**config.mk**
```make
export PLATFORM = sky130hd
export DESIGN_NAME = audio_route_ctrl_flat
export DESIGN_NICKNAME = d
export VERILOG_FILES = /design/src/rtl/audio_route_ctrl_if.sv /design/src/rtl/audio_route_ctrl.sv /design/src/flat_wrapper.sv
export SDC_FILE = /design/constraint.sdc
export NUM_CORES = 1
export LEC_CHECK = 0
export CAP_MARGIN = 20
export CORE_MARGIN = 2
export CORE_UTILIZATION = 46
export DETAILED_ROUTE_END_ITERATION = 6
export PLACE_DENSITY = 0.77
export SLEW_MARGIN = 20
export SYNTH_ARGS = -nofsm -noshare
export SYNTH_HDL_FRONTEND = slang
export SYNTH_SLANG_ARGS = --single-unit
```
**constraint.sdc**
```tcl
create_clock -name clk -period 5.1 [get_ports clk]
set_input_delay 1.02 -clock clk [delete_from_list [all_inputs] [get_ports clk]]
set_output_delay 1.02 -clock clk [all_outputs]
set_load 0.005 [all_outputs]
```
**src/rtl/audio_route_ctrl_if.sv**
```systemverilog
// Bundle between the source filters/codec side and audio_route_ctrl.
// The "master" modport is the environment (sources, selector, codec); "slave" is the router.
interface audio_route_ctrl_if #(
  parameter int DATA_SIZE = 24,
  parameter int NCH       = 4
);
  localparam int SELW = (NCH > 1) ? $clog2(NCH) : 1;

  // Handshake: ch_valid[k] is a one-cycle strobe meaning ch_data channel k holds a new
  // filtered sample. dac_ready high at a rising edge means the codec accepts dac_data,
  // so the router loads its next value on that edge and holds dac_data otherwise.
  // sample and stale are single-cycle strobes. dbg_state: 0 RUN, 1 FADE_OUT, 2 SWAP,
  // 3 FADE_IN, and constant 0 when the fade FSM is not built.
  logic [NCH*DATA_SIZE-1:0] ch_data;
  logic [NCH-1:0]           ch_valid;
  logic [SELW-1:0]          sel;
  logic                     dac_ready;
  logic                     sample;
  logic [DATA_SIZE-1:0]     dac_data;
  logic [SELW-1:0]          cur_sel;
  logic                     busy;
  logic                     stale;
  logic                     sel_err;
  logic [1:0]               dbg_state;

  modport master (
    output ch_data, ch_valid, sel, dac_ready,
    input  sample, dac_data, cur_sel, busy, stale, sel_err, dbg_state
  );

  modport slave (
    input  ch_data, ch_valid, sel, dac_ready,
    output sample, dac_data, cur_sel, busy, stale, sel_err, dbg_state
  );
endinterface

```
**src/rtl/audio_route_ctrl.sv**
```systemverilog
// Sample-rate router: picks one of NCH captured sources per sample strobe and feeds the codec.
// Define ROUTE_SOFT_SWITCH_EN to build the fade-out/swap/fade-in FSM; otherwise switches are instant.
module audio_route_ctrl #(
  parameter int DATA_SIZE  = 24,
  parameter int NCH        = 4,
  parameter int DIV        = 5000,
  parameter int RAMP_STEPS = 8
) (
  input logic               clk,
  input logic               reset,
  audio_route_ctrl_if.slave bus
);
  localparam int SELW = (NCH > 1) ? $clog2(NCH) : 1;
  localparam int CW   = $clog2(DIV);
  localparam int ATTW = $clog2(RAMP_STEPS + 1);
  localparam logic [CW-1:0]   CNT_MAX = CW'(DIV - 1);
  localparam logic [ATTW-1:0] ATT_MAX = ATTW'(RAMP_STEPS);
  localparam logic [SELW:0]   NCH_W   = (SELW + 1)'(NCH);

  logic [CW-1:0]        r_cnt;
  logic [DATA_SIZE-1:0] r_cap [NCH];
  logic [DATA_SIZE-1:0] r_y;
  logic [DATA_SIZE-1:0] r_dac;
  logic [SELW-1:0]      r_cur_sel;
  logic                 r_seen;
  logic                 r_stale;

  logic                 w_sample;
  logic                 w_sel_ok;
  logic                 w_sel_diff;
  logic [ATTW-1:0]      w_att_next;
  logic                 w_swap;
  logic                 w_cur_we;
  logic [SELW-1:0]      w_load_sel;
  logic [DATA_SIZE-1:0] w_src;
  logic [DATA_SIZE-1:0] w_y_next;
  logic                 w_busy;
  logic [1:0]           w_dbg_state;

  assign w_sample   = (r_cnt == CNT_MAX);
  assign w_sel_ok   = ({1'b0, bus.sel} < NCH_W);
  assign w_sel_diff = w_sel_ok && (bus.sel != r_cur_sel);

  always_ff @(posedge clk or posedge reset) begin
    if (reset)         r_cnt <= '0;
    else if (w_sample) r_cnt <= '0;
    else               r_cnt <= r_cnt + CW'(1);
  end

  always_ff @(posedge clk or posedge reset) begin
    if (reset) begin
      for (int k = 0; k < NCH; k++) r_cap[k] <= '0;
    end else begin
      for (int k = 0; k < NCH; k++)
        if (bus.ch_valid[k]) r_cap[k] <= bus.ch_data[k*DATA_SIZE +: DATA_SIZE];
    end
  end

`ifdef ROUTE_SOFT_SWITCH_EN
  typedef enum logic [1:0] {RUN = 2'd0, FADE_OUT = 2'd1, SWAP = 2'd2, FADE_IN = 2'd3} state_t;
  localparam logic [ATTW-1:0] ATT_ONE = ATTW'(1);

  state_t          r_state;
  state_t          w_state_next;
  logic [ATTW-1:0] r_att;
  logic            r_busy;

  always_ff @(posedge clk or posedge reset) begin
    if (reset) begin
      r_state <= RUN;
      r_att   <= '0;
      r_busy  <= 1'b0;
    end else begin
      r_state <= w_state_next;
      r_busy  <= (w_state_next != RUN);
      if (w_sample) r_att <= w_att_next;
    end
  end

  // w_att_next is the attenuation applied to the y_reg load of this sample.
  always_comb begin
    w_state_next = r_state;
    w_att_next   = r_att;
    w_swap       = 1'b0;
    case (r_state)
      RUN:      if (w_sample && w_sel_diff) w_state_next = FADE_OUT;
      FADE_OUT: if (w_sample) begin
                  w_att_next = r_att + ATT_ONE;
                  if (w_att_next == ATT_MAX) w_state_next = SWAP;
                end
      SWAP:     begin
                  w_swap       = 1'b1;
                  w_state_next = FADE_IN;
                end
      FADE_IN:  if (w_sample) begin
                  w_att_next = r_att - ATT_ONE;
                  if (w_att_next == '0) w_state_next = RUN;
                end
      default:  w_state_next = RUN;
    endcase
  end

  assign w_cur_we    = w_swap && w_sel_ok;
  assign w_load_sel  = r_cur_sel;
  assign w_busy      = r_busy;
  assign w_dbg_state = r_state;
`else
  // Hard switch: the new channel is routed by the very sample that notices the change.
  assign w_att_next  = '0;
  assign w_swap      = 1'b0;
  assign w_cur_we    = w_sample && w_sel_diff;
  assign w_load_sel  = w_cur_we ? bus.sel : r_cur_sel;
  assign w_busy      = 1'b0;
  assign w_dbg_state = 2'd0;
`endif

  assign w_src = r_cap[w_load_sel];

  always_comb begin
    w_y_next = $signed(w_src) >>> w_att_next;
    if (w_att_next == ATT_MAX) w_y_next = '0;
  end

  always_ff @(posedge clk or posedge reset) begin
    if (reset) begin
      r_y       <= '0;
      r_dac     <= '0;
      r_cur_sel <= '0;
      r_seen    <= 1'b0;
      r_stale   <= 1'b0;
    end else begin
      r_stale <= 1'b0;
      if (bus.dac_ready) r_dac <= r_y;
      if (w_cur_we) r_cur_sel <= bus.sel;
      // A strobe landing on the sample cycle counts for neither period's tracking.
      if (w_sample) begin
        r_y     <= w_y_next;
        r_stale <= !r_seen;
        r_seen  <= 1'b0;
      end else if (w_swap) begin
        r_seen <= 1'b0;
      end else if (bus.ch_valid[r_cur_sel]) begin
        r_seen <= 1'b1;
      end
    end
  end

  assign bus.sample    = w_sample;
  assign bus.dac_data  = r_dac;
  assign bus.cur_sel   = r_cur_sel;
  assign bus.busy      = w_busy;
  assign bus.stale     = r_stale;
  assign bus.sel_err   = !w_sel_ok;
  assign bus.dbg_state = w_dbg_state;
endmodule
```
**src/flat_wrapper.sv**
```systemverilog
// flat-port wrapper written by rule: the top's interface ports become plain ports
module audio_route_ctrl_flat 
#(
  parameter int DATA_SIZE  = 24,
  parameter int NCH        = 4,
  parameter int DIV        = 5000,
  parameter int RAMP_STEPS = 8
)
  (clk, reset, bus_ch_data, bus_ch_valid, bus_sel, bus_dac_ready, bus_sample, bus_dac_data, bus_cur_sel, bus_busy, bus_stale, bus_sel_err, bus_dbg_state);
  audio_route_ctrl_if #(.DATA_SIZE(DATA_SIZE), .NCH(NCH)) bus_i ();
  input logic clk;
  input logic reset;
  input wire logic [$bits(bus_i.ch_data)-1:0] bus_ch_data;
  input wire logic [$bits(bus_i.ch_valid)-1:0] bus_ch_valid;
  input wire logic [$bits(bus_i.sel)-1:0] bus_sel;
  input wire logic [$bits(bus_i.dac_ready)-1:0] bus_dac_ready;
  output wire logic [$bits(bus_i.sample)-1:0] bus_sample;
  output wire logic [$bits(bus_i.dac_data)-1:0] bus_dac_data;
  output wire logic [$bits(bus_i.cur_sel)-1:0] bus_cur_sel;
  output wire logic [$bits(bus_i.busy)-1:0] bus_busy;
  output wire logic [$bits(bus_i.stale)-1:0] bus_stale;
  output wire logic [$bits(bus_i.sel_err)-1:0] bus_sel_err;
  output wire logic [$bits(bus_i.dbg_state)-1:0] bus_dbg_state;
  assign bus_i.ch_data = bus_ch_data;
  assign bus_i.ch_valid = bus_ch_valid;
  assign bus_i.sel = bus_sel;
  assign bus_i.dac_ready = bus_dac_ready;
  assign bus_sample = bus_i.sample;
  assign bus_dac_data = bus_i.dac_data;
  assign bus_cur_sel = bus_i.cur_sel;
  assign bus_busy = bus_i.busy;
  assign bus_stale = bus_i.stale;
  assign bus_sel_err = bus_i.sel_err;
  assign bus_dbg_state = bus_i.dbg_state;
  audio_route_ctrl #(.DATA_SIZE(DATA_SIZE), .NCH(NCH), .DIV(DIV), .RAMP_STEPS(RAMP_STEPS)) u_core (.clk(clk), .reset(reset), .bus(bus_i));
endmodule
```
==> out/summary.md <==
The logs give 0 for the total number of yosys warnings and 4 for the H-tree depth reported by CTS. For the relative slew slack, the log shows 0.4285. Power spread over the standard cell area amounts to 336.9 nW/µm².

The count of flip-flops with a built-in enable after synthesis works out to 0. The tools report the start point of the critical path as u_core.r_cnt[10]. For the post-synthesis instance area, the log shows 6807 µm².

Summed over all nets, the half-perimeter wirelength after detailed placement is 9678 µm. The type of the worst setup path is flop to primary output. 137 I/O pins were placed. The worst path needs 3.738 ns of the cycle, external delays included. The run finished with clean final reports. The clock latency of the later-clocked register in the worst-skew pair was 0.42 ns; the cell leakage power was 3.774 nW. The worst register-to-register path has a depth of 4. The tools report the worst vdd rail ir drop as 0.2252 mV.

The highest-utilization routing layer at the global route stage was met2. Number of global-route vias before repair: 4372. The die covers 15790 µm². STA classifies the critical path startpoint as a flop. After detailed routing, the number of remaining DRC violations is 0. The longest clock path from root to sink contains 2 buffers. The sequential group share of total power was 0.469; the number of search-and-repair iterations in the first detailed-routing pass was 4.

The share of async-settable or async-resettable flops after synthesis came out at 1.000. Each instance of the synthesized netlist takes up on average 16.52 µm². TritonCTS created 17 clock buffers. The portion of total power attributed to the clock network is 0.434.

At the worst endpoint, the required time is 4.08 ns. TritonCTS built the clock tree. The analysis attributes to net switching a power of 0.6290 mW. The global-route met1 utilization came out at 0.2548. For this design, the CTS-stage hold fixing added 0 buffers. The width of the die works out to 125.6 µm. In this run the tool buffered the top-level ports with 132 buffer cells. The internal power of the cells totals 2.350 mW. The maximum clock skew at final layout was 0.006029 ns; the count of fill cells added during filler insertion was 1109. The multi-input combinational cells in the finished layout cover a total of 2586 µm². The post-cts repair resize count is 0, and the vertical die dimension is 125.6 µm. The first global-routing pass estimated 23580 µm of wire. Buffers inserted during post-CTS setup optimization: 0. Number of antenna violations at the first check in global routing: 0. For the power share of the combinational group, the log shows 0.097. The setup TNS is 0 ns. Setup repair after global routing left no endpoint under its margin. Of all nets on the critical path, the largest fanout is 31. The count of nets left with antenna violations once routing finished came out at 0. The all-layer global routing usage is 0.1965. The area growth from synthesis to layout is 29.91%. The worst hold path belongs to the class flop to flop. The endpoint of the most critical register-to-register path is u_core.r_y[23]. The routed layout has 3941 vias. Initial cell density of the core: 0.4701. The ratio of routed vias to standard cells came out at 5.326. The initial DRC count is 203, and the number of storage elements in the synthesis netlist is 161. The run gives 0 as the number of diodes. In this run the clock root is driven by a clkbuf_16. The met3 track demand over resource in global routing is 0.04078. The element type at the critical path end was a primary output.

The final worst hold slack was 0.4648 ns; the final global-route overflow total was 0. The share of final-layout standard cells stronger than drive strength 1 came out at 0.3777. Timing would allow up to 0.2675 GHz. The tools report the fraction of the yosys area taken by sequential cells as 0.5919. Across the run, the number of max-cap violations was 0. Wires add up to 14470 µm. The core region is 14480 µm². For this design, the sink count on the clock tree is 161.

Cell count after synthesis: 412. The final layout net count was 649; the final worst-path cycle share was 0.7330. After clock tree synthesis, the clock-pin slew on the worst setup and hold paths is 0.06 ns.

The global-route track usage on met2 was 0.3237; the unique cell type count in the Yosys netlist was 33. The number of endpoints with negative hold slack in the final report was 0; the critical path data arrival time was 2.72 ns. Routability-driven placement finished with a final weighted congestion of 0.8692. In the synthesized netlist the dominant register cell turns out to be dfrtp_1. Fraction of power spent switching nets: 0.2112. The run gives 0 as the final count of pins violating max slew.

The startpoint identified for the worst register-to-register timing path is u_core.r_cnt[10]. The register area came out at 4029 µm². Following the worst setup path forward leads to its endpoint at bus_sample.

The slew at the pin closest to its max-slew limit was 0.8572 ns. Entering global routing, the biggest net connects 162 pins. The tools report the slack of the worst reg-to-reg path as 2.87 ns.

Setup violations remaining at the end of the flow were counted as 0. Row generation in the floorplan step produced 44 rows. The average wire per cell in the routed design is 19.55 µm.
## cell families (layout without fill, tap and decap cells)
kind of cell             after synthesis  in the layout  synth area share
multiplexers                         171            171            0.3353
AND/OR/NAND/NOR                       31             31           0.02408
XOR/XNOR                               7              7          0.009008
buffers and inverters                 32            173           0.02978
AO/OA/AOI/OAI                          8              8          0.007537
adder cells (fa/ha/maj)                1              1          0.001838
flip-flops                           161            161            0.5919
other                                  1              4         0.0005509
## area by class of cell
cell class | instances | share of cell area
clock buffer | 22 | 0.05363
clock inverter | 10 | 0.01486
inverter | 3 | 0.003113
multi-input combinational | 222 | 0.2925
sequential | 161 | 0.4556
tap | 184 | 0.02604
timing repair buffer | 138 | 0.1542
## cell usage in the layout (no fill, tap or decap), types with 2 or more instances in the layout
master           count
dfrtp_1            161
clkdlybuf4s50_1    129
mux2_2             123
mux4_2              25
mux2_4              20
clkbuf_16           17
nor2_1               8
nand2_1              5
nand3_1              5
xor2_1               5
clkinv_2             5
buf_4                5
conb_1               4
or3_1                3
mux2_1               3
nand4_1              3
a21oi_1              3
bufinv_16            3
clkbuf_8             3
buf_2                3
nor3_1               2
xnor2_1              2
or4_1                2
o21ai_0              2
clkinvlp_4           2
clkbuf_1             2
## critical path: stages, from the launching register on
cell and delay (ns):
dfrtp_1 0.41, or4b_1 0.52, or4_4 0.61, clkinv_8 0.22, clkdlybuf4s50_1 0.54
## Yosys cell counts (2+ instances only)
master    instances  area (µm²)
a21oi_1           3       15.01
buf_1             6       22.52
buf_12            2       40.04
buf_2             3       15.01
buf_4             4       30.03
clkbuf_1         12       45.04
dfrtp_1         161        4029
inv_1             2       7.510
mux2_1            3       33.78
mux2_2          123        1385
mux2_4           20       300.3
mux4_2           25       563.0
nand2_1           5       18.77
nand3_1           5       25.02
nand4_1           3       18.77
nor2_1            8       30.03
nor3_1            2       10.01
o21ai_0           2       10.01
or3_1             3       18.77
or4_1             2       15.01
xnor2_1           2       17.52
xor2_1            5       43.79
## power by group through the flow
stage | clock, mW | combinational (mW) | sequential [mW]
after floorplan | 0 | 0.178 | 1.40
after global placement | 0 | 0.286 | 1.41
after detailed placement | 0 | 0.294 | 1.42
after CTS | 1.31 | 0.295 | 1.40
after global routing | 1.38 | 0.313 | 1.40
final | 1.29 | 0.289 | 1.40
## flip-flops by register name (all words and copies together) (netlist names)
register and flops:
u_core.bus.cur_sel 2, u_core.bus.dac_data 24, u_core.bus.stale 1, u_core.r_cap 96
u_core.r_cnt 13, u_core.r_seen 1, u_core.r_y 24
## metal layers
| metal | routed length (µm) | vias to the layer above |
|---|---|---|
| met5 | 0 | - |
| met3 | 564 | 21 |
| li1 | - | 1766 |
| met2 | 7258 | 84 |
| met4 | 309 | 0 |
| met1 | 6334 | 2070 |
## worst min path at each step
stage	from	to	slack, ns	cells past startpoint
6_report	u_core.r_seen	u_core.bus.stale	0.46	1
5_1_grt	u_core.r_seen	u_core.bus.stale	0.47	1
4_1_cts	u_core.r_seen	u_core.bus.stale	0.46	1
3_5_place_dp	u_core.r_seen	u_core.bus.stale	0.46	1
3_3_place_gp	u_core.r_seen	u_core.bus.stale	0.45	1
2_1_floorplan	u_core.r_seen	u_core.bus.stale	0.40	1
## stage by stage
step           setup WS, ns  power (mW)  utilization  std cells  cell area [µm²]
2_1_floorplan         2.037       1.580            -        415             6822
3_3_place_gp          1.820       1.700       0.5692        708             8242
3_5_place_dp          1.777       1.713       0.5692        708             8242
4_1_cts               1.321       3.006       0.6110        740             8847
5_1_grt               1.260       3.101       0.6107        740             8842
6_report              1.362       2.979       0.6107        740             8842
(Power assumes the default switching activity.)
==> RTL edit: new RTL, same settings <==
`DIV` is set to 5000 in 2 places; all go to 20000.
--- a/src/rtl/audio_route_ctrl.sv
+++ b/src/rtl/audio_route_ctrl.sv
@@ -3,7 +3,7 @@
 module audio_route_ctrl #(
   parameter int DATA_SIZE  = 24,
   parameter int NCH        = 4,
-  parameter int DIV        = 5000,
+  parameter int DIV        = 20000,
   parameter int RAMP_STEPS = 8
 ) (
   input logic               clk,
--- a/src/flat_wrapper.sv
+++ b/src/flat_wrapper.sv
@@ -3,7 +3,7 @@
 #(
   parameter int DATA_SIZE  = 24,
   parameter int NCH        = 4,
-  parameter int DIV        = 5000,
+  parameter int DIV        = 20000,
   parameter int RAMP_STEPS = 8
 )
   (clk, reset, bus_ch_data, bus_ch_valid, bus_sel, bus_dac_ready, bus_sample, bus_dac_data, bus_cur_sel, bus_busy, bus_stale, bus_sel_err, bus_dbg_state);
Function: no difference found for any inputs over 10 cycles, from zero or initial values and one cycle with reset high; that may be too few to reach the edited logic, so the function may still have changed.
==> RTL edit against the original RTL <==
- cell area is 1.2% higher
- setup slack better by 0.56 ns
- sequential cell count is 2 higher
- area after synthesis is 1.3% higher
- core utilization is 0.27 points higher
- total power is 1.6% higher
- wire length is 2.7% higher
- register-to-register slack worse by 0.44 ns
- largest power group unchanged
==> RTL edit: results (changes against the original RTL) <==
status: finished clean (unchanged)
htree depth: 4 (unchanged)
Sw Ratio: 20.98% (was 21.12%)
share of layout cells above drive strength 1: 37.61% (was 37.77%)
clock-pin slew on the worst setup and hold paths: 0.06 ns (about the same)
worst-skew pair later-pin latency: 0.42 ns (about the same)
Worst Skew: 0.009092 ns (was 0.006029 ns)
Rel. slew slack: 41.22% (was 42.85%)
Fillers: 1104 (was 1109)
DRT iter0 DRCs: 214 (was 203)
max reg flops: 96 (unchanged)
number of CTS-inserted buffers: 17 (unchanged)
Pleak: 3.825 nW (was 3.774 nW)
setup repair bufs after CTS: 0 (unchanged)
Port Buffers: 132 (unchanged)
first-pass GRT wire length: 23620 um (was 23580 um)
DR WL/cell: 19.95 um (was 19.55 um)
average size of a mapped cell: 16.49 um2 (was 16.52 um2)
CTS resizes: 0 (unchanged)
IR drop worst, VDD: 0.2520 mV (was 0.2252 mV)
GPL Wtd Cong: 0.7726 (was 0.8692)
NumNets Final: 654 (was 649)
DRT Pass-1 Iters: 4 (unchanged)
HP Class: reg2reg (unchanged)
post-detail-place hpwl: 9992 um (was 9678 um)
WHS Path Cells: 1 (unchanged)
top cells by area, synth: dfrtp_1, mux2_2, mux4_2, mux2_4, xnor2_1 (was dfrtp_1, mux2_2, mux4_2, mux2_4, clkbuf_1)
Clock Tree Root: clkbuf_16 (unchanged)
Cell Count Post-Placement: 713 (was 708)
n_diodes: 0 (unchanged)
sequential element share of the synthesized area: 59.17% (was 59.19%)
deepest clock path buffer count: 2 (unchanged)
Crit path arrival time: 2.16 ns (was 2.72 ns)
Crit Path Max Fanout: 8 (was 31)
synth cell count leaders: dfrtp_1, mux2_2, mux4_2 (unchanged)
non-filler cells, final: 745 (was 740)
Vias: 4026 (was 3941)
Post-synth EDFFs: 0 (unchanged)
Yosys cell types: 30 (was 33)
vias in the first global route: 4403 (was 4372)
global router's overall resource usage: 19.49% (was 19.65%)
largest net degree at the start of global routing: 164 (was 162)
-- RTL edit: cell types whose count changed after synthesis, moves of 3 or more --
cell,change
or3_1,-3
and4_1,+3
xnor2_1,+5
a21oi_1,-3
-- RTL edit: kinds of logic after synthesis --
kind of cell / count (synthesis) / share of synthesized area [%]
multiplexers: 171 / 33.10
buffers and inverters: 32 / 2.831
adder cells (fa/ha/maj): 1 / 0.1815
AND/OR/NAND/NOR: 36 / 2.940
AO/OA/AOI/OAI: 2 / 0.1996
XOR/XNOR: 12 / 1.524
flip-flops: 163 / 59.17
other: 1 / 0.05439
-- RTL edit: worst max-delay path: stages, from the launching register on --
cell             delay (ns)
dfrtp_1                0.46
or4_4                  0.58
nor3_1                 0.18
clkdlybuf4s50_1        0.52
-- RTL edit: power groups by stage --
stage                     clock [mW]  combinational [mW]  sequential (mW)
final                           1.33               0.289             1.41
after global routing            1.40               0.312             1.42
after CTS                       1.35               0.294             1.41
after detailed placement           0               0.294             1.43
after global placement             0               0.283             1.43
after floorplan                    0               0.177             1.42
-- RTL edit: layer usage --
metal  GRT usage (%)  up-vias  share of wire (%)
met5               0        -                  0
met4           8.662        0                2.8
met3           4.344       32                4.4
met2           32.31      115                 51
met1           24.71     2109                 42
li1                -     1770                  -
-- RTL edit: final cells by class --
class | instances | share of cell area [%]
Multi-Input combinational cell | 226 | 29.40
Sequential cell | 163 | 45.58
Clock inverter | 8 | 1.370
Tap cell | 184 | 2.573
Clock buffer | 24 | 5.607
Timing Repair Buffer | 139 | 15.38
Inverter | 1 | 0.08389
-- RTL edit: path summary, 6_finish.rpt --
| kind | end | from | slack (ns) |
|---|---|---|---|
| min in group asynchronous | u_core.bus.dac_data[19]$_DFFE_PP0P_ | reset | 1.21 |
| worst max-delay path | bus_sample | u_core.r_cnt[5]$_DFF_PP0_ | 1.92 |
| worst min register to register | u_core.bus.stale$_DFF_PP0_ | u_core.r_seen$_DFFE_PP0P_ | 0.47 |
| worst max register to register | u_core.bus.cur_sel[0]$_DFF_PP0_ | u_core.r_cnt[5]$_DFF_PP0_ | 2.43 |
| worst min-delay path | u_core.bus.stale$_DFF_PP0_ | u_core.r_seen$_DFFE_PP0P_ | 0.47 |
| max in group asynchronous | u_core.r_cap[53]$_DFFE_PP0P_ | reset | 3.29 |
-- RTL edit: through the flow --
| stage | instance area, um2 | util (%) | setup slack [ns] | hold slack [ns] |
|---|---|---|---|---|
| 2_1_floorplan | 6909 | - | 2.009 | 0.4089 |
| 3_3_place_gp | 8324 | 57.06 | 2.282 | 0.4440 |
| 3_5_place_dp | 8324 | 57.06 | 2.210 | 0.4465 |
| 4_1_cts | 8949 | 61.34 | 1.900 | 0.4664 |
| 5_1_grt | 8949 | 61.34 | 1.849 | 0.4674 |
| 6_report | 8949 | 61.34 | 1.919 | 0.4651 |
